File: src/rtl/msp430_spram_arb_pkg.sv
// Shared types and the rotating-priority search used by the shared-RAM arbiter.
package msp430_spram_arb_pkg;

  // Upper bound on requesters; the search function works on this width.
  localparam int unsigned MAX_NODES = 32;
  localparam int unsigned IDX_W     = $clog2(MAX_NODES);

  typedef enum logic {ARB, LOCKED} arb_state_t;

  typedef struct packed {
    logic             found;
    logic [IDX_W-1:0] idx;
  } rr_pick_t;

  // First set bit of req at or above ptr, wrapping at n.
  function automatic rr_pick_t rr_pick(input logic [MAX_NODES-1:0] req,
                                       input logic [IDX_W-1:0]     ptr,
                                       input int unsigned          n);
    rr_pick_t    r;
    int unsigned i;
    r.found = 1'b0;
    r.idx   = '0;
    for (int unsigned k = 0; k < MAX_NODES; k++) begin
      if (k < n) begin
        i = 32'(ptr) + k;
        if (i >= n) i = i - n;
        if (!r.found && req[i[IDX_W-1:0]]) begin
          r.found = 1'b1;
          r.idx   = i[IDX_W-1:0];
        end
      end
    end
    return r;
  endfunction

endpackage

File: src/rtl/msp430_rr_arbiter.sv
// Combinational rotating-priority picker: one-hot grant and index of the winner.
module msp430_rr_arbiter
  import msp430_spram_arb_pkg::*;
#(
  parameter int unsigned NODES = 8,
  parameter int unsigned IdxW  = $clog2(NODES)
) (
  input  logic [NODES-1:0] i_req,
  input  logic [IdxW-1:0]  i_ptr,
  output logic [NODES-1:0] o_gnt,
  output logic [IdxW-1:0]  o_idx,
  output logic             o_found
);

  rr_pick_t w_pick;

  always_comb begin
    w_pick  = rr_pick(MAX_NODES'(i_req), IDX_W'(i_ptr), NODES);
    o_found = w_pick.found;
    o_idx   = IdxW'(w_pick.idx);
    o_gnt   = '0;
    if (w_pick.found) o_gnt[o_idx] = 1'b1;
  end

endmodule

File: src/rtl/msp430_spram_arbiter.sv
// Round-robin arbiter sharing one single-port synchronous RAM between NODES
// requesters, with a bounded grant lock for read-modify-write sequences.
module msp430_spram_arbiter
  import msp430_spram_arb_pkg::*;
#(
  parameter int unsigned NODES    = 8,
  parameter int unsigned AW       = 32,
  parameter int unsigned DW       = 32,
  parameter int unsigned MAX_LOCK = 4
) (
  input  logic                clk,
  input  logic                rst,
  input  logic [NODES-1:0]    req_i,
  input  logic [NODES-1:0]    lock_i,
  input  logic [NODES*AW-1:0] addr_i,
  input  logic [NODES*DW-1:0] din_i,
  input  logic [NODES-1:0]    we_i,
  output logic [NODES-1:0]    gnt_o,
  output logic [NODES-1:0]    rvalid_o,
  output logic [DW-1:0]       rdata_o,
  output logic [AW-1:0]       ram_addr_o,
  output logic [DW-1:0]       ram_din_o,
  output logic                ram_cen_o,
  output logic                ram_wen_o,
  input  logic [DW-1:0]       ram_dout_i
);

  localparam int unsigned IdxW = (NODES > 1) ? $clog2(NODES) : 1;
  localparam int unsigned CntW = $clog2(MAX_LOCK + 1);

  arb_state_t       r_state, w_state_d;
  logic [IdxW-1:0]  r_ptr, w_ptr_d;
  logic [NODES-1:0] r_owner_oh, w_owner_oh_d;
  logic [CntW-1:0]  r_lock_cnt, w_cnt_d, w_cnt_base;
  logic [NODES-1:0] r_rvalid;

  logic [NODES-1:0] w_rr_gnt, w_own_gnt, w_win_oh;
  logic [IdxW-1:0]  w_rr_idx, w_own_idx, w_win;
  logic             w_rr_found, w_own_found, w_owner_hit, w_take, w_we, w_lock;

  msp430_rr_arbiter #(.NODES(NODES), .IdxW(IdxW)) u_rr (
    .i_req   (req_i),
    .i_ptr   (r_ptr),
    .o_gnt   (w_rr_gnt),
    .o_idx   (w_rr_idx),
    .o_found (w_rr_found)
  );

  // Same picker restricted to the lock owner's bit yields the override grant.
  msp430_rr_arbiter #(.NODES(NODES), .IdxW(IdxW)) u_owner (
    .i_req   (req_i & r_owner_oh),
    .i_ptr   ('0),
    .o_gnt   (w_own_gnt),
    .o_idx   (w_own_idx),
    .o_found (w_own_found)
  );

  always_comb begin
    w_owner_hit = (r_state == LOCKED) && w_own_found;
    w_take      = (w_owner_hit || w_rr_found) && rst;
    w_win       = w_owner_hit ? w_own_idx : w_rr_idx;
    w_win_oh    = w_owner_hit ? w_own_gnt : w_rr_gnt;
    w_cnt_base  = w_owner_hit ? r_lock_cnt : '0;
    w_we        = w_take && |(we_i & w_win_oh);
    w_lock      = w_take && |(lock_i & w_win_oh);

    gnt_o      = w_take ? w_win_oh : '0;
    ram_cen_o  = ~w_take;
    ram_wen_o  = ~w_we;
    ram_addr_o = '0;
    ram_din_o  = '0;
    for (int i = 0; i < int'(NODES); i++) begin
      if (w_take && w_win_oh[i]) begin
        ram_addr_o = addr_i[i*AW +: AW];
        ram_din_o  = din_i[i*DW +: DW];
      end
    end

    // No grant (idle owner or no requests) always drops back to ARB.
    w_state_d    = ARB;
    w_cnt_d      = '0;
    w_owner_oh_d = r_owner_oh;
    w_ptr_d      = r_ptr;
    if (w_take) begin
      w_ptr_d = (w_win == IdxW'(NODES - 1)) ? '0 : w_win + IdxW'(1);
      if (w_lock && (32'(w_cnt_base) + 32'd1 < MAX_LOCK)) begin
        w_state_d    = LOCKED;
        w_owner_oh_d = w_win_oh;
        w_cnt_d      = w_cnt_base + CntW'(1);
      end
    end
  end

  always_ff @(posedge clk or negedge rst) begin
    if (!rst) begin
      r_state    <= ARB;
      r_ptr      <= '0;
      r_owner_oh <= '0;
      r_lock_cnt <= '0;
      r_rvalid   <= '0;
    end else begin
      r_state    <= w_state_d;
      r_ptr      <= w_ptr_d;
      r_owner_oh <= w_owner_oh_d;
      r_lock_cnt <= w_cnt_d;
      r_rvalid   <= (w_take && !w_we) ? w_win_oh : '0;
    end
  end

  assign rvalid_o = r_rvalid;
  assign rdata_o  = ram_dout_i;

endmodule

File: config.mk
export PLATFORM = sky130hd
export DESIGN_NAME = msp430_spram_arbiter
export DESIGN_NICKNAME = d
export VERILOG_FILES = /design/src/rtl/msp430_spram_arb_pkg.sv /design/src/rtl/msp430_rr_arbiter.sv /design/src/rtl/msp430_spram_arbiter.sv
export SDC_FILE = /design/constraint.sdc
export NUM_CORES = 1
export LEC_CHECK = 0
export ABC_CLOCK_PERIOD_IN_PS = 17100
export CAP_MARGIN = 15
export CORE_AREA = 3 3 268 270
export CTS_BUF_LIST = sky130_fd_sc_hd__clkbuf_16
export DETAILED_ROUTE_END_ITERATION = 8
export DIE_AREA = 0 0 271 273
export GPL_TIMING_DRIVEN = 0
export PLACE_DENSITY_LB_ADDON = 0.25
export RECOVER_POWER = 50
export SLEW_MARGIN = 20
export SYNTH_ARGS = -nofsm -noshare
export SYNTH_HDL_FRONTEND = slang
export SYNTH_HIERARCHICAL = 1
export SYNTH_SLANG_ARGS = --single-unit
File: constraint.sdc
create_clock -name clk -period 17.1 [get_ports clk]
set_input_delay 3.42 -clock clk [delete_from_list [all_inputs] [get_ports clk]]
set_output_delay 3.42 -clock clk [all_outputs]
set_load 0.01 [all_outputs]
After elaboration in Yosys (flattened, before gate mapping)
Index checks and enable logic that the tools add are counted.
- magnitude comparators: 21
- reductions and logical operators: 49
- multiplexer cells: 72
- $add $sub $neg: 18
- eq/ne operators: 1
- bitwise operators: 5
- operators by type and width (kind ; count):
    two-way mux 32 bit ; 16
    >= comparator 32 x 4 -> 1 bit, second input constant ; 7
    two-way mux 6 bit ; 16
    < comparator 5 x 6 -> 1 bit, second input constant ; 8
    binary-select mux 1 bit (select 5 bit) ; 8
    two-way mux 5 bit ; 8
    two-way mux 8 bit ; 5
    subtractor 5 x 4 -> 5 bit, second input constant ; 7
    logical AND 1 bit ; 30
    AND 8 bit ; 3
    adder 3 x 3 -> 4 bit, second input constant ; 4
    OR reduction 8 bit ; 2
    zero test 1 bit ; 15
    two-way mux 3 bit ; 5
    two-way mux 1 bit ; 12
    adder 3 x 1 -> 4 bit, second input constant ; 2
    adder 3 x 2 -> 4 bit, second input constant ; 2
    < comparator 3 x 4 -> 1 bit, second input constant ; 2
    adder 3 x 1 -> 3 bit, second input constant ; 2
    demux 1 bit (select 3 bit) ; 2
    >= comparator 3 x 1 -> 1 bit, second input constant ; 2
    subtractor 3 x 4 -> 5 bit, second input constant ; 1
    >= comparator 3 x 4 -> 1 bit, second input constant ; 1
    < comparator 4 x 3 -> 1 bit, second input constant ; 1
    other kinds (4) ; 5
- bits in registers: 23
- logic and storage cells: 171
- output and inout port bits: 114

Logic depth before layout (Yosys ltp)
Gate-level depths: netlist of run 1.
- depth in word-level cells: 41
- gate-level depth with buffers: 21

Modules after synthesis
Netlist of run 1, hierarchy kept.
- by module, submodules not included (module ; instances ; area an instance (um2) ; cells each ; sequential area each (um2)):
    msp430_spram_arbiter ; 1 ; 6119.6 ; 919 ; 575.6
    msp430_rr_arbiter at u_owner ; 1 ; 1114.8 ; 122 ; 0.0
    msp430_rr_arbiter at u_rr ; 1 ; 1091.0 ; 120 ; 0.0

Worst setup path before layout of run 1
OpenSTA, ideal clock, no wires.
- path kind: in2out
- start: input req_i[1]
- end: output ram_addr_o[13]
- cell stages on the path: 14
- path slack: 6724 ps
- data arrival time: 6956 ps
- data required time: 13680 ps
- cells stage by stage: and2_1 -> mux4_2 -> mux2_2 -> a2111oi_4 -> nor3b_4 -> a211oi_1 -> or2_4 -> nor3_2 -> and3b_1 -> a22oi_2 -> clkbuf_1 -> nor2b_1 -> o311ai_0 -> a31oi_1
- elaborated cells between the ends (all ways): 91
- classes of those cells: 4 x order compare; 46 x mux; 1 x bitwise; 40 x reduce/logical
- RTL lines (item ; line ; source):
    from (decl) ; msp430_spram_arbiter.sv:13 ; input logic [NODES-1:0] req_i,
    AND 8 bit * ; msp430_spram_arbiter.sv:51 ; .i_req (req_i & r_owner_oh),
    logical AND 1 bit * ; msp430_spram_arb_pkg.sv:27 ; if (!r.found && req[i[IDX_W-1:0]]) begin
    two-way mux 6 bit * ; msp430_spram_arb_pkg.sv:27 ;
    zero test 1 bit ; msp430_spram_arb_pkg.sv:27 ;
    logical AND 1 bit ; msp430_spram_arb_pkg.sv:27 ;
    two-way mux 6 bit * ; msp430_spram_arb_pkg.sv:27 ;
    zero test 1 bit ; msp430_spram_arb_pkg.sv:27 ;
    logical AND 1 bit ; msp430_spram_arb_pkg.sv:27 ;
    (+14 left out) ; n/a ;
    logical AND 1 bit (not written as such) ; msp430_rr_arbiter.sv:22 ; if (w_pick.found) o_gnt[o_idx] = 1'b1;
    two-way mux 1 bit (not written as such) ; msp430_rr_arbiter.sv:22 ;
    demux 1 bit (select 3 bit) ; n/a ;
    two-way mux 8 bit * ; msp430_rr_arbiter.sv:22 ;
    net w_own_gnt[1] ; msp430_spram_arbiter.sv:37 ; logic [NODES-1:0] w_rr_gnt, w_own_gnt, w_win_oh;
    two-way mux 8 bit * ; msp430_spram_arbiter.sv:62 ; w_win_oh = w_owner_hit ? w_own_gnt : w_rr_gnt;
    logical AND 1 bit * ; msp430_spram_arbiter.sv:73 ; if (w_take && w_win_oh[i]) begin
    two-way mux 32 bit * (7 in a row) ; msp430_spram_arbiter.sv:73 ;
    to (decl) ; msp430_spram_arbiter.sv:21 ; output logic [AW-1:0] ram_addr_o,
The timed path passes the listed nets; every way through them passes the cells marked *. The select of a mux whose other input is x is not followed.

Worst setup path after layout of run 1
- start: input req_i[1]
- end: output ram_addr_o[28]
- elaborated cells between the ends (all ways): 91
- classes of those cells: 4 x order compare; 46 x mux; 1 x bitwise; 40 x reduce/logical
- RTL lines (item ; line ; source):
    AND 8 bit * ; msp430_spram_arbiter.sv:51 ;
    logical AND 1 bit * ; msp430_spram_arb_pkg.sv:27 ;
    two-way mux 6 bit * ; msp430_spram_arb_pkg.sv:27 ;
    zero test 1 bit ; msp430_spram_arb_pkg.sv:27 ;
    logical AND 1 bit ; msp430_spram_arb_pkg.sv:27 ;
    two-way mux 6 bit * ; msp430_spram_arb_pkg.sv:27 ;
    zero test 1 bit ; msp430_spram_arb_pkg.sv:27 ;
    logical AND 1 bit ; msp430_spram_arb_pkg.sv:27 ;
    (+12 left out) ; n/a ;
    two-way mux 6 bit * ; msp430_spram_arb_pkg.sv:27 ;
    net w_own_found ; msp430_spram_arbiter.sv:39 ; logic w_rr_found, w_own_found, w_owner_hit, w_take, w_we, w_lock;
    logical AND 1 bit ; msp430_spram_arbiter.sv:59 ; w_owner_hit = (r_state == LOCKED) && w_own_found;
    logical OR 1 bit ; msp430_spram_arbiter.sv:60 ; w_take = (w_owner_hit || w_rr_found) && rst;
    logical AND 1 bit ; msp430_spram_arbiter.sv:60 ;
    logical AND 1 bit ; msp430_spram_arbiter.sv:73 ;
    two-way mux 32 bit (7 in a row) ; msp430_spram_arbiter.sv:73 ;
    two-way mux 32 bit * ; msp430_spram_arbiter.sv:73 ;
Marked as above.

==> flow_summary_export.csv, run 1 <==
group,metric,value,unit
power_and_ir_drop,seq_power_share,0.017,
synth,synthArstFlopShare,1.00,
synth,synth-edff-count,0,
clocking,tritoncts_num_sinks,23,
placement,post_dp_cell_area,16100,µm²
power_and_ir_drop,ir_drop,0.108,mV
power_and_ir_drop,share_clk_of_total_power,0.012,
global_routing,grt_start_max_net_pins,25,
synth,synth.cell_area,8330,µm²
detailed_routing,detailed_route_wl,76100,µm
critical_path,arrival,10.80,ns
clocking,clock_buffer_depth,2,
clocking,tritoncts,"done",
synth,synth_top_flop_cell,"sky130_fd_sc_hd__dfrtp_1",
placement,port_buffers,651,
timing,period_share,0.832,
global_routing,track_usage,0.190,
cells_and_area,area_growth,93.6,%
synth,synthesis.instances,1161,
synth,synth_seq_cells,23,
critical_path,critical_path_cell_by_cell,"dlygate4sd3_1 > and2_0 > mux4_2 > mux2_1 > a2111oi_0 > nor3b_1 > nand2b_1 > and2_0 > clkbuf_1 > a22oi_4 > a21o_1 > buf_1 > o311ai_0 > a31oi_1 > clkdlybuf4s50_1",
detailed_routing,postRouteAntennaNets,0,
timing,max_freq,0.0703,GHz
clocking,cts_inserted_buffers,3,
floorplan,num_io_pins,684,
critical_path,r2r_cells,13,
synth,sequential_to_total_area_share_from_yosys_stat,0.0691,
critical_path,critPathLaunchType,"primary input",
floorplan,die_height,273,µm
timing,worst_clock_skew,0.00276,ns
synth,synth_top_cell_by_area,"sky130_fd_sc_hd__a221oi_1",
critical_path,cp_max_fo,10,
power_and_ir_drop,power_frac_comb,0.971,
placement,finalWeightedCongestion,0.987,
detailed_routing,dr.first_iter.drc_count,1013,
synth,count_of_distinct_cell_types_in_the_synthesized_netlist,87,
timing,timing.final.setup_violations,0,
clocking,cts-hold-fix-buffers,0,
timing,finalSetupTns,0,ns
critical_path,cp_slowest_stage_delay,0.86,ns
clocking,cts_root_buf,"sky130_fd_sc_hd__clkbuf_16",
timing,post-route-min-period,14.22,ns
clocking,htree_num_levels,1,
critical_path,crit_end,"ram_addr_o[28]",
placement,dp_hpwl,64500,µm
critical_path,startpoint,"req_i[1]",
global_routing,grt_first_pass_wirelength,102000,µm
critical_path,endpoint_kind,"output pin",
timing,report.final.slew_viol_count,0,
min_path,hold_class,"reg2reg",
critical_path,reg2reg_from,"r_owner_oh[1]$_DFFE_PN0P_",
synth,count_of_yosys_warnings_during_synthesis,6,
floorplan,die_width,271,µm
timing,worst_slew_pin_slew,1.41,ns
synth,synth_top_area_share,0.0726,
critical_path,critical_path.reg2reg.endpoint,"r_owner_oh[2]$_DFFE_PN0P_",
critical_path,critical_path_class,"in2out",
floorplan,start_util,0.119,
cells_and_area,drive_above_1_share,0.0748,
power_and_ir_drop,switchingPower,2.60,mW
cells_and_area,final_stage_net_count,2421,
synth,synthesis.area_per_instance,7.17,µm²
power_and_ir_drop,p_per_area,279,nW/µm²
detailed_routing,via_per_inst,4.65,
clocking,post_cts_buffers,0,
detailed_routing,firstDrtPassIters,7,
clocking,cts_clock_pin_slew_for_the_worst_setup_and_hold_paths,0.06,ns
clocking,clk-insertion-delay-late,0.26,ns
cells_and_area,final_area,16100,µm²
timing,grt_setup_unrepaired,"false",
power_and_ir_drop,swShare,0.580,
detailed_routing,vias,12929,
power_and_ir_drop,power.leakage,5.94,nW
detailed_routing,avgRoutedWirePerCell,27.3,µm
timing,maxSlewHeadroom,0.0619,
run,drv.max_cap_violation_count,0,
synth,yosys-top-cells-area,"sky130_fd_sc_hd__a221oi_1 7.3%, sky130_fd_sc_hd__a32oi_1 7.0%, sky130_fd_sc_hd__dfrtp_1 6.9%, sky130_fd_sc_hd__mux4_2 6.5%, sky130_fd_sc_hd__and3_1 5.6%",
floorplan,fp.coreArea,69800,µm²
clocking,ctsResizeCount,0,
global_routing,total_congestion_overflow_after_global_routing,0,
power_and_ir_drop,design_internal_power,1.89,mW
critical_path,critical-path-slowest-cell,"sky130_fd_sc_hd__a2111oi_0",
floorplan,floorplan.rows,97,
critical_path,timing.critical_path.required,13.68,ns
critical_path,crit_path_frequent_cell,"sky130_fd_sc_hd__and2_0",
critical_path,r2r_slack,10.95,ns
global_routing,grt_pass1_vias,12729,
floorplan,design.die.area,74000,µm²
timing,timing_hold_violations_final,0,
detailed_routing,drc_errors,0,
global_routing,antenna_found_initial,31,
run_status,run_status,"finished, final reports clean",
## stage by stage
stage | cells | setup slack [ns] | utilization | hold WS (ns) | power [mW]
2_1_floorplan | 1176 | 6.72 | - | 0.470 | 2.16
3_3_place_gp | 2767 | 3.87 | 0.230 | 0.488 | 4.47
3_5_place_dp | 2768 | 3.78 | 0.230 | 0.489 | 4.49
4_1_cts | 2772 | 3.74 | 0.232 | 0.507 | 4.55
5_1_grt | 2777 | 2.57 | 0.231 | 0.519 | 4.70
6_report | 2782 | 2.88 | 0.231 | 0.487 | 4.49
## final cells by class
type	count	area (µm²)
diodes	10	25.0
plain buffers	151	748
clock buffers	3	75.1
clock inverters	1	3.75
fillers	7756	53700
inverters	89	334
multi-input cells	913	6660
flip-flops and latches	23	576
well taps	940	1180
repair buffers	652	6520
## per-layer routing
layer | vias to the layer above | GRT usage | wire [µm]
met5 | - | 0 | 126
met4 | 20 | 0.0230 | 1190
met3 | 83 | 0.0442 | 5720
met2 | 649 | 0.340 | 38100
met1 | 6317 | 0.237 | 30900
li1 | 5860 | - | -
## cell usage after synthesis, types with 6 or more instances
cell and number:
sky130_fd_sc_hd__a21oi_1 11, sky130_fd_sc_hd__nor2_1 86, sky130_fd_sc_hd__inv_2 7, sky130_fd_sc_hd__mux2_4 9, sky130_fd_sc_hd__ha_1 18, sky130_fd_sc_hd__buf_2 19
sky130_fd_sc_hd__a221oi_1 69, sky130_fd_sc_hd__a21o_1 7, sky130_fd_sc_hd__nor3_1 10, sky130_fd_sc_hd__o21ai_0 10, sky130_fd_sc_hd__and2_1 12, sky130_fd_sc_hd__mux2_2 12
sky130_fd_sc_hd__o311ai_0 39, sky130_fd_sc_hd__a31oi_1 68, sky130_fd_sc_hd__nor2b_1 70, sky130_fd_sc_hd__o311ai_1 25, sky130_fd_sc_hd__inv_1 82, sky130_fd_sc_hd__nand2b_1 7
sky130_fd_sc_hd__dfrtp_1 23, sky130_fd_sc_hd__o21ai_1 6, sky130_fd_sc_hd__a32oi_1 67, sky130_fd_sc_hd__buf_6 6, sky130_fd_sc_hd__clkbuf_1 85, sky130_fd_sc_hd__o22ai_1 66
sky130_fd_sc_hd__mux4_2 24, sky130_fd_sc_hd__mux2_1 6, sky130_fd_sc_hd__buf_4 34, sky130_fd_sc_hd__nand2_1 96, sky130_fd_sc_hd__buf_1 7, sky130_fd_sc_hd__and3_1 74
sky130_fd_sc_hd__mux2i_1 11
## power groups by stage
stage               Clock, mW  Combinational, mW  Sequential, mW
detailed placement          0               4.41          0.0795
finish                 0.0522               4.36          0.0782
global placement            0               4.39          0.0789
CTS                    0.0532               4.42          0.0786
global route           0.0569               4.56          0.0798
floorplan                   0               2.08          0.0784
## critical path, delay by kind of cell
family                 cells  cell delay, ns
AND/OR/NAND/NOR            4            1.27
AO/OA/AOI/OAI              5            2.87
buffers and inverters      4            2.27
multiplexers               2            0.93
## kinds of logic after synthesis
| group | count (synthesis) | share of synthesized area |
|---|---|---|
| xor gates and xnor gates | 5 | 0.00526 |
| and+or+nand+nor | 394 | 0.253 |
| muxes | 63 | 0.121 |
| adders and majority gates | 18 | 0.0271 |
| DFF | 23 | 0.0691 |
| other | 1 | 0.000450 |
| AOI/OAI and AO/OA | 417 | 0.392 |
| buffers and inverters | 240 | 0.132 |
## cell usage in the layout, fill, tap and decap left out, drive strengths merged, types with 18 or more instances in the layout
cell type | Yosys | routed
inv | 89 | 90
dlygate4sd3 | 0 | 41
nand2 | 96 | 96
o311ai | 64 | 64
buf | 66 | 65
a31oi | 68 | 68
a32oi | 67 | 67
clkbuf | 85 | 91
mux4 | 24 | 24
mux2 | 27 | 27
dfrtp | 23 | 23
nor2 | 86 | 86
a221oi | 69 | 69
nor2b | 70 | 70
ha | 18 | 18
o22ai | 66 | 66
and3 | 75 | 75
clkdlybuf4s50 | 0 | 609
## worst min path at each step
stage	start	end	slack, ns	depth (start not counted)
2_1_floorplan	r_owner_oh[7]$_DFFE_PN0P_	r_owner_oh[7]$_DFFE_PN0P_	0.47	1
3_3_place_gp	r_owner_oh[1]$_DFFE_PN0P_	r_owner_oh[1]$_DFFE_PN0P_	0.49	1
3_5_place_dp	r_owner_oh[4]$_DFFE_PN0P_	r_owner_oh[4]$_DFFE_PN0P_	0.49	1
4_1_cts	r_owner_oh[2]$_DFFE_PN0P_	r_owner_oh[2]$_DFFE_PN0P_	0.51	1
5_1_grt	r_owner_oh[0]$_DFFE_PN0P_	r_owner_oh[0]$_DFFE_PN0P_	0.52	1
6_report	r_owner_oh[2]$_DFFE_PN0P_	r_owner_oh[2]$_DFFE_PN0P_	0.49	1
## registers in the layout, indices dropped and copies added (netlist names)
signal / cells
r_owner_oh: 8
rvalid_o: 8
r_lock_cnt: 3
r_ptr: 3
r_state: 1
Power figures use the tool's default switching activity.
==> run 2: changes to the inputs <==
Settings changed: ABC_CLOCK_PERIOD_IN_PS 17100 to 12000, CORE_AREA 3 3 268 270 to 3 3 267 269, DIE_AREA 0 0 271 273 to 0 0 270 272.
Clock period 17.1 ns to 12 ns, I/O delays scaled along.
==> flow_summary_export.csv, run 2 (same netlist as run 1, synthesis figures left out) <==
group,metric,value,unit
clocking,tritoncts,"done",
timing,worst_clock_skew,0.00863,ns
power_and_ir_drop,switchingPower,3.75,mW
cells_and_area,final_area,16200,µm²
cells_and_area,most-common-layout-cells,"610 x sky130_fd_sc_hd__clkdlybuf4s50_1, 96 x sky130_fd_sc_hd__nand2_1, 88 x sky130_fd_sc_hd__clkbuf_1",
floorplan,fp.coreArea,68800,µm²
detailed_routing,postRouteAntennaNets,0,
power_and_ir_drop,swShare,0.583,
power_and_ir_drop,p_per_area,398,nW/µm²
placement,post_dp_cell_area,16100,µm²
floorplan,start_util,0.121,
global_routing,track_usage,0.198,
timing,timing_hold_violations_final,0,
critical_path,cp_slowest_stage_delay,0.87,ns
detailed_routing,via_per_inst,4.66,
power_and_ir_drop,power_frac_comb,0.970,
clocking,cts_root_buf,"sky130_fd_sc_hd__clkbuf_16",
power_and_ir_drop,ir_drop,0.245,mV
critical_path,arrival,9.13,ns
timing,grt_setup_unrepaired,"false",
floorplan,floorplan.rows,96,
clocking,clock_buffer_depth,2,
cells_and_area,multi_input_comb_area,6690,µm²
min_path,hold_class,"reg2reg",
critical_path,critical_path_cell_by_cell,"clkdlybuf4s50_1 > and2_0 > mux4_2 > mux2_2 > a2111oi_4 > nor3b_4 > nand2b_1 > buf_2 > and3_1 > a21oi_1 > nand2b_1 > buf_4 > clkbuf_1 > o22ai_1 > a31oi_1 > clkdlybuf4s50_1",
timing,post-route-min-period,11.53,ns
global_routing,grt_first_pass_wirelength,105000,µm
critical_path,cp_max_fo,10,
run_status,run_status,"finished, final reports clean",
detailed_routing,detailed_route_wl,78000,µm
critical_path,critical_path_class,"in2out",
critical_path,endpoint_kind,"output pin",
floorplan,num_io_pins,684,
power_and_ir_drop,power.leakage,5.93,nW
detailed_routing,avgRoutedWirePerCell,28.0,µm
cells_and_area,final_cell_count_no_fill,2784,
floorplan,die_height,272,µm
clocking,cts-hold-fix-buffers,0,
floorplan,die_width,270,µm
floorplan,design.die.area,73400,µm²
global_routing,grt_start_max_net_pins,25,
power_and_ir_drop,share_clk_of_total_power,0.012,
clocking,ctsResizeCount,0,
placement,finalWeightedCongestion,0.979,
clocking,htree_num_levels,1,
detailed_routing,dr.first_iter.drc_count,871,
run,drv.max_cap_violation_count,0,
timing,report.final.slew_viol_count,0,
timing,maxSlewHeadroom,0.0352,
clocking,cts_clock_pin_slew_for_the_worst_setup_and_hold_paths,0.06,ns
detailed_routing,firstDrtPassIters,5,
cells_and_area,area_growth,94.0,%
power_and_ir_drop,seq_power_share,0.017,
global_routing,antenna_found_initial,33,
cells_and_area,final_stage_net_count,2420,
global_routing,grt_pass1_vias,13298,
critical_path,critical-path-slowest-cell,"sky130_fd_sc_hd__clkbuf_1",
timing,worst_slew_pin_slew,1.45,ns
placement,port_buffers,651,
cells_and_area,fillers,7667,
detailed_routing,vias,12963,
timing,timing.final.setup_violations,0,
cells_and_area,drive_above_1_share,0.0754,
critical_path,timing.critical_path.required,9.60,ns
power_and_ir_drop,design_internal_power,2.68,mW
timing,period_share,0.961,
clocking,clk-insertion-delay-late,0.27,ns
timing,max_freq,0.0867,GHz
cells_and_area,seq_area,576,µm²
placement,dp_hpwl,66500,µm
placement,number_of_instances_in_the_placed_design,2758,
timing,worst_hold_slack,0.482,ns
clocking,tritoncts_num_sinks,23,
global_routing,total_congestion_overflow_after_global_routing,0,
cells_and_area,layout.cells.most_common,"sky130_fd_sc_hd__clkdlybuf4s50_1",
clocking,post_cts_buffers,0,
detailed_routing,drc_errors,0,
timing,finalSetupTns,0,ns
clocking,cts_inserted_buffers,3,
critical_path,critPathLaunchType,"primary input",
run 2: critical path, delay by kind of cell:
| kind | cells | cell delay [ns] |
|---|---|---|
| buffers and inverters | 5 | 2.80 |
| AO/OA/AOI/OAI | 4 | 1.60 |
| multiplexers | 2 | 0.89 |
| AND/OR/NAND/NOR | 5 | 1.43 |
run 2: path summary, 6_finish.rpt:
path / startpoint / endpoint / slack [ns] / cells after the start
setup reg to reg: r_ptr[1]$_DFFE_PN0P_ / r_owner_oh[5]$_DFFE_PN0P_ / 5.92 / 15
setup / recovery: req_i[1] / ram_addr_o[9] / 0.47 / 16
hold / removal: r_owner_oh[3]$_DFFE_PN0P_ / r_owner_oh[3]$_DFFE_PN0P_ / 0.48 / 1
max in group asynchronous: rst / r_owner_oh[2]$_DFFE_PN0P_ / 8.69 / 1
hold reg to reg: r_owner_oh[3]$_DFFE_PN0P_ / r_owner_oh[3]$_DFFE_PN0P_ / 0.48 / 1
min in group asynchronous: rst / rvalid_o[4]$_DFF_PN0_ / 2.46 / 1
run 2: metal layers:
| layer | routed length [µm] | part of all wire | GRT usage |
|---|---|---|---|
| met2 | 38500 | 0.49 | 0.344 |
| met3 | 5370 | 0.069 | 0.0411 |
| met1 | 31500 | 0.40 | 0.240 |
| met4 | 2670 | 0.034 | 0.0744 |
| met5 | 72 | 0.00092 | 0 |
run 2: layout make-up:
class                   instances  share of cell area
multi-input cells             913               0.414
plain buffers                 151              0.0463
repair buffers                651               0.403
well taps                     931              0.0721
inverters                      89              0.0207
flip-flops and latches         23              0.0356
clock buffers                   3             0.00465
diodes                         22             0.00341
clock inverters                 1            0.000310
run 2: power by group through the flow:
stage	clock [mW]	sequential, mW	combinational (mW)
CTS	0.0812	0.112	6.32
global placement	0	0.113	6.31
floorplan	0	0.112	2.97
detailed placement	0	0.113	6.30
finish	0.0781	0.112	6.24
global route	0.0830	0.114	6.57
run 2: metrics by stage:
step                      power [mW]  worst slack (ns)  utilization
after floorplan                 3.08              3.66            -
after global placement          6.42             0.438        0.233
after detailed placement        6.41             0.468        0.233
after CTS                       6.51             0.436        0.234
after global routing            6.77             0.129        0.234
final                           6.43             0.468        0.235
==> run 3: changes to the inputs <==
Settings changed: CORE_AREA 3 3 267 269 to 2 2 266 268, DIE_AREA 0 0 270 272 to 0 0 268 270.
==> flow_summary_export.csv, run 3 (same netlist as run 1, synthesis figures left out) <==
group,metric,value,unit
run_status,run_status,"finished, final reports clean",
timing,worst_clock_skew,0.00334,ns
timing,timing_hold_violations_final,0,
power_and_ir_drop,power_frac_comb,0.971,
floorplan,num_io_pins,684,
critical_path,critical_path_class,"in2out",
power_and_ir_drop,power.leakage,5.94,nW
critical_path,arrival,9.22,ns
placement,finalWeightedCongestion,0.947,
floorplan,floorplan.rows,97,
power_and_ir_drop,swShare,0.576,
critical_path,critical-path-slowest-cell,"sky130_fd_sc_hd__dlygate4sd3_1",
clocking,clk-insertion-delay-late,0.26,ns
detailed_routing,via_per_inst,4.62,
clocking,ctsResizeCount,0,
cells_and_area,layout.cells.most_common,"sky130_fd_sc_hd__clkdlybuf4s50_1",
global_routing,grt_pass1_vias,12958,
global_routing,antenna_found_initial,32,
placement,post_dp_cell_area,16100,µm²
floorplan,design.die.area,72400,µm²
detailed_routing,vias,12865,
cells_and_area,final_area,16200,µm²
clocking,post_cts_buffers,0,
power_and_ir_drop,share_clk_of_total_power,0.012,
critical_path,cp_slowest_stage_delay,0.71,ns
detailed_routing,dr.first_iter.drc_count,937,
cells_and_area,fillers,7702,
timing,maxSlewHeadroom,0.112,
timing,grt_setup_unrepaired,"false",
cells_and_area,final_core_util,0.232,
cells_and_area,final_stage_net_count,2421,
critical_path,startpoint,"req_i[1]",
power_and_ir_drop,report.power.total,6.34,mW
global_routing,total_congestion_overflow_after_global_routing,0,
critical_path,family_with_the_most_delay_on_the_worst_path,"compound AO/OA/AOI/OAI gates",
floorplan,fp.coreArea,69500,µm²
clocking,tritoncts_num_sinks,23,
min_path,hold_class,"reg2reg",
critical_path,worstPathBufferInverterCount,4,
cells_and_area,most-common-layout-cells,"609 x sky130_fd_sc_hd__clkdlybuf4s50_1, 96 x sky130_fd_sc_hd__nand2_1, 88 x sky130_fd_sc_hd__clkbuf_1",
power_and_ir_drop,switchingPower,3.66,mW
timing,finalSetupTns,0,ns
min_path,worst_hold_startpoint,"r_owner_oh[2]$_DFFE_PN0P_",
critical_path,critPathLaunchType,"primary input",
floorplan,die_width,268,µm
power_and_ir_drop,seq_power_share,0.018,
clocking,cts_root_buf,"sky130_fd_sc_hd__clkbuf_16",
clocking,clock_buffer_depth,2,
power_and_ir_drop,ir_drop,0.192,mV
detailed_routing,detailed_route_wl,72500,µm
floorplan,start_util,0.120,
critical_path,cp_max_fo,10,
clocking,cts_clock_pin_slew_for_the_worst_setup_and_hold_paths,0.06,ns
timing,worst_slew_pin_slew,1.33,ns
floorplan,die_height,270,µm
detailed_routing,firstDrtPassIters,5,
detailed_routing,drc_errors,0,
placement,dp_hpwl,61800,µm
timing,post-route-min-period,11.62,ns
clocking,tritoncts,"done",
power_and_ir_drop,p_per_area,392,nW/µm²
critical_path,reg2reg_from,"r_ptr[1]$_DFFE_PN0P_",
timing,max_freq,0.0860,GHz
power_and_ir_drop,design_internal_power,2.69,mW
global_routing,grt_first_pass_wirelength,98500,µm
timing,period_share,0.968,
critical_path,critical_path_cell_by_cell,"dlygate4sd3_1 > and2_0 > mux4_2 > mux2_2 > a2111oi_4 > nor3b_4 > nand2b_1 > o21ai_2 > and3b_1 > and3_1 > a21oi_1 > nand3b_1 > buf_4 > clkbuf_1 > o22ai_1 > a31oi_1 > clkdlybuf4s50_1",
clocking,cts-hold-fix-buffers,0,
clocking,htree_num_levels,1,
critical_path,endpoint_kind,"output pin",
clocking,cts_inserted_buffers,3,
global_routing,grt_start_max_net_pins,25,
global_routing,track_usage,0.190,
placement,port_buffers,651,
critical_path,timing.critical_path.required,9.60,ns
cells_and_area,area_growth,94.1,%
run,drv.max_cap_violation_count,0,
detailed_routing,avgRoutedWirePerCell,26.0,µm
cells_and_area,drive_above_1_share,0.0764,
detailed_routing,postRouteAntennaNets,0,
timing,timing.final.setup_violations,0,
timing,report.final.slew_viol_count,0,
## run 3: power by group through the flow
stage / Combinational (mW) / Clock, mW / Sequential [mW]
floorplan: 2.97 / 0 / 0.112
global placement: 6.17 / 0 / 0.112
detailed placement: 6.17 / 0 / 0.113
CTS: 6.19 / 0.0762 / 0.112
global route: 6.45 / 0.0781 / 0.114
finish: 6.15 / 0.0747 / 0.112
## run 3: layout make-up
type	instances	area, µm²	area share
Buffer	151	748	0.0463
Antenna cell	14	35.0	0.00217
Timing Repair Buffer	652	6520	0.404
Clock buffer	3	75.1	0.00465
Sequential cell	23	576	0.0356
Tap cell	940	1180	0.0728
Multi-Input combinational cell	913	6690	0.414
Clock inverter	1	5.00	0.000310
Inverter	89	334	0.0207
## run 3: path summary, 6_finish.rpt
kind	slack, ns	end	cells after the start
min in group asynchronous	2.42	rvalid_o[7]$_DFF_PN0_	1
max in group asynchronous	8.79	rvalid_o[2]$_DFF_PN0_	1
min reg2reg	0.49	r_owner_oh[2]$_DFFE_PN0P_	1
min	0.49	r_owner_oh[2]$_DFFE_PN0P_	1
max reg2reg	5.98	r_owner_oh[2]$_DFFE_PN0P_	15
max	0.38	ram_din_o[2]	17
## run 3: worst register-to-register path: cells and delay by family, from the launching register on
kind / cells / cell delay, ns
buf+inv: 6 / 1.71
compound gates: 4 / 1.62
mux: 3 / 1.27
simple gates: 1 / 0.56
flops: 1 / 0.43
fa+ha+maj: 1 / 0.32
## run 3: through the flow
stage               hold WS (ns)  setup WS (ns)  std cells
finish                     0.489          0.379       2786
global route               0.526          0.230       2782
CTS                        0.503          0.603       2772
detailed placement         0.487          0.645       2768
global placement           0.481          0.638       2767
floorplan                  0.470           3.66       1176
## run 3: metal layers
metal  global-route usage  vias up  wire length [µm]
met3               0.0449      108              5550
li1                     -     5852                 -
met1                0.226     6261             28400
met5                    0        -               170
met4               0.0626       26              2330
met2                0.331      618             36100
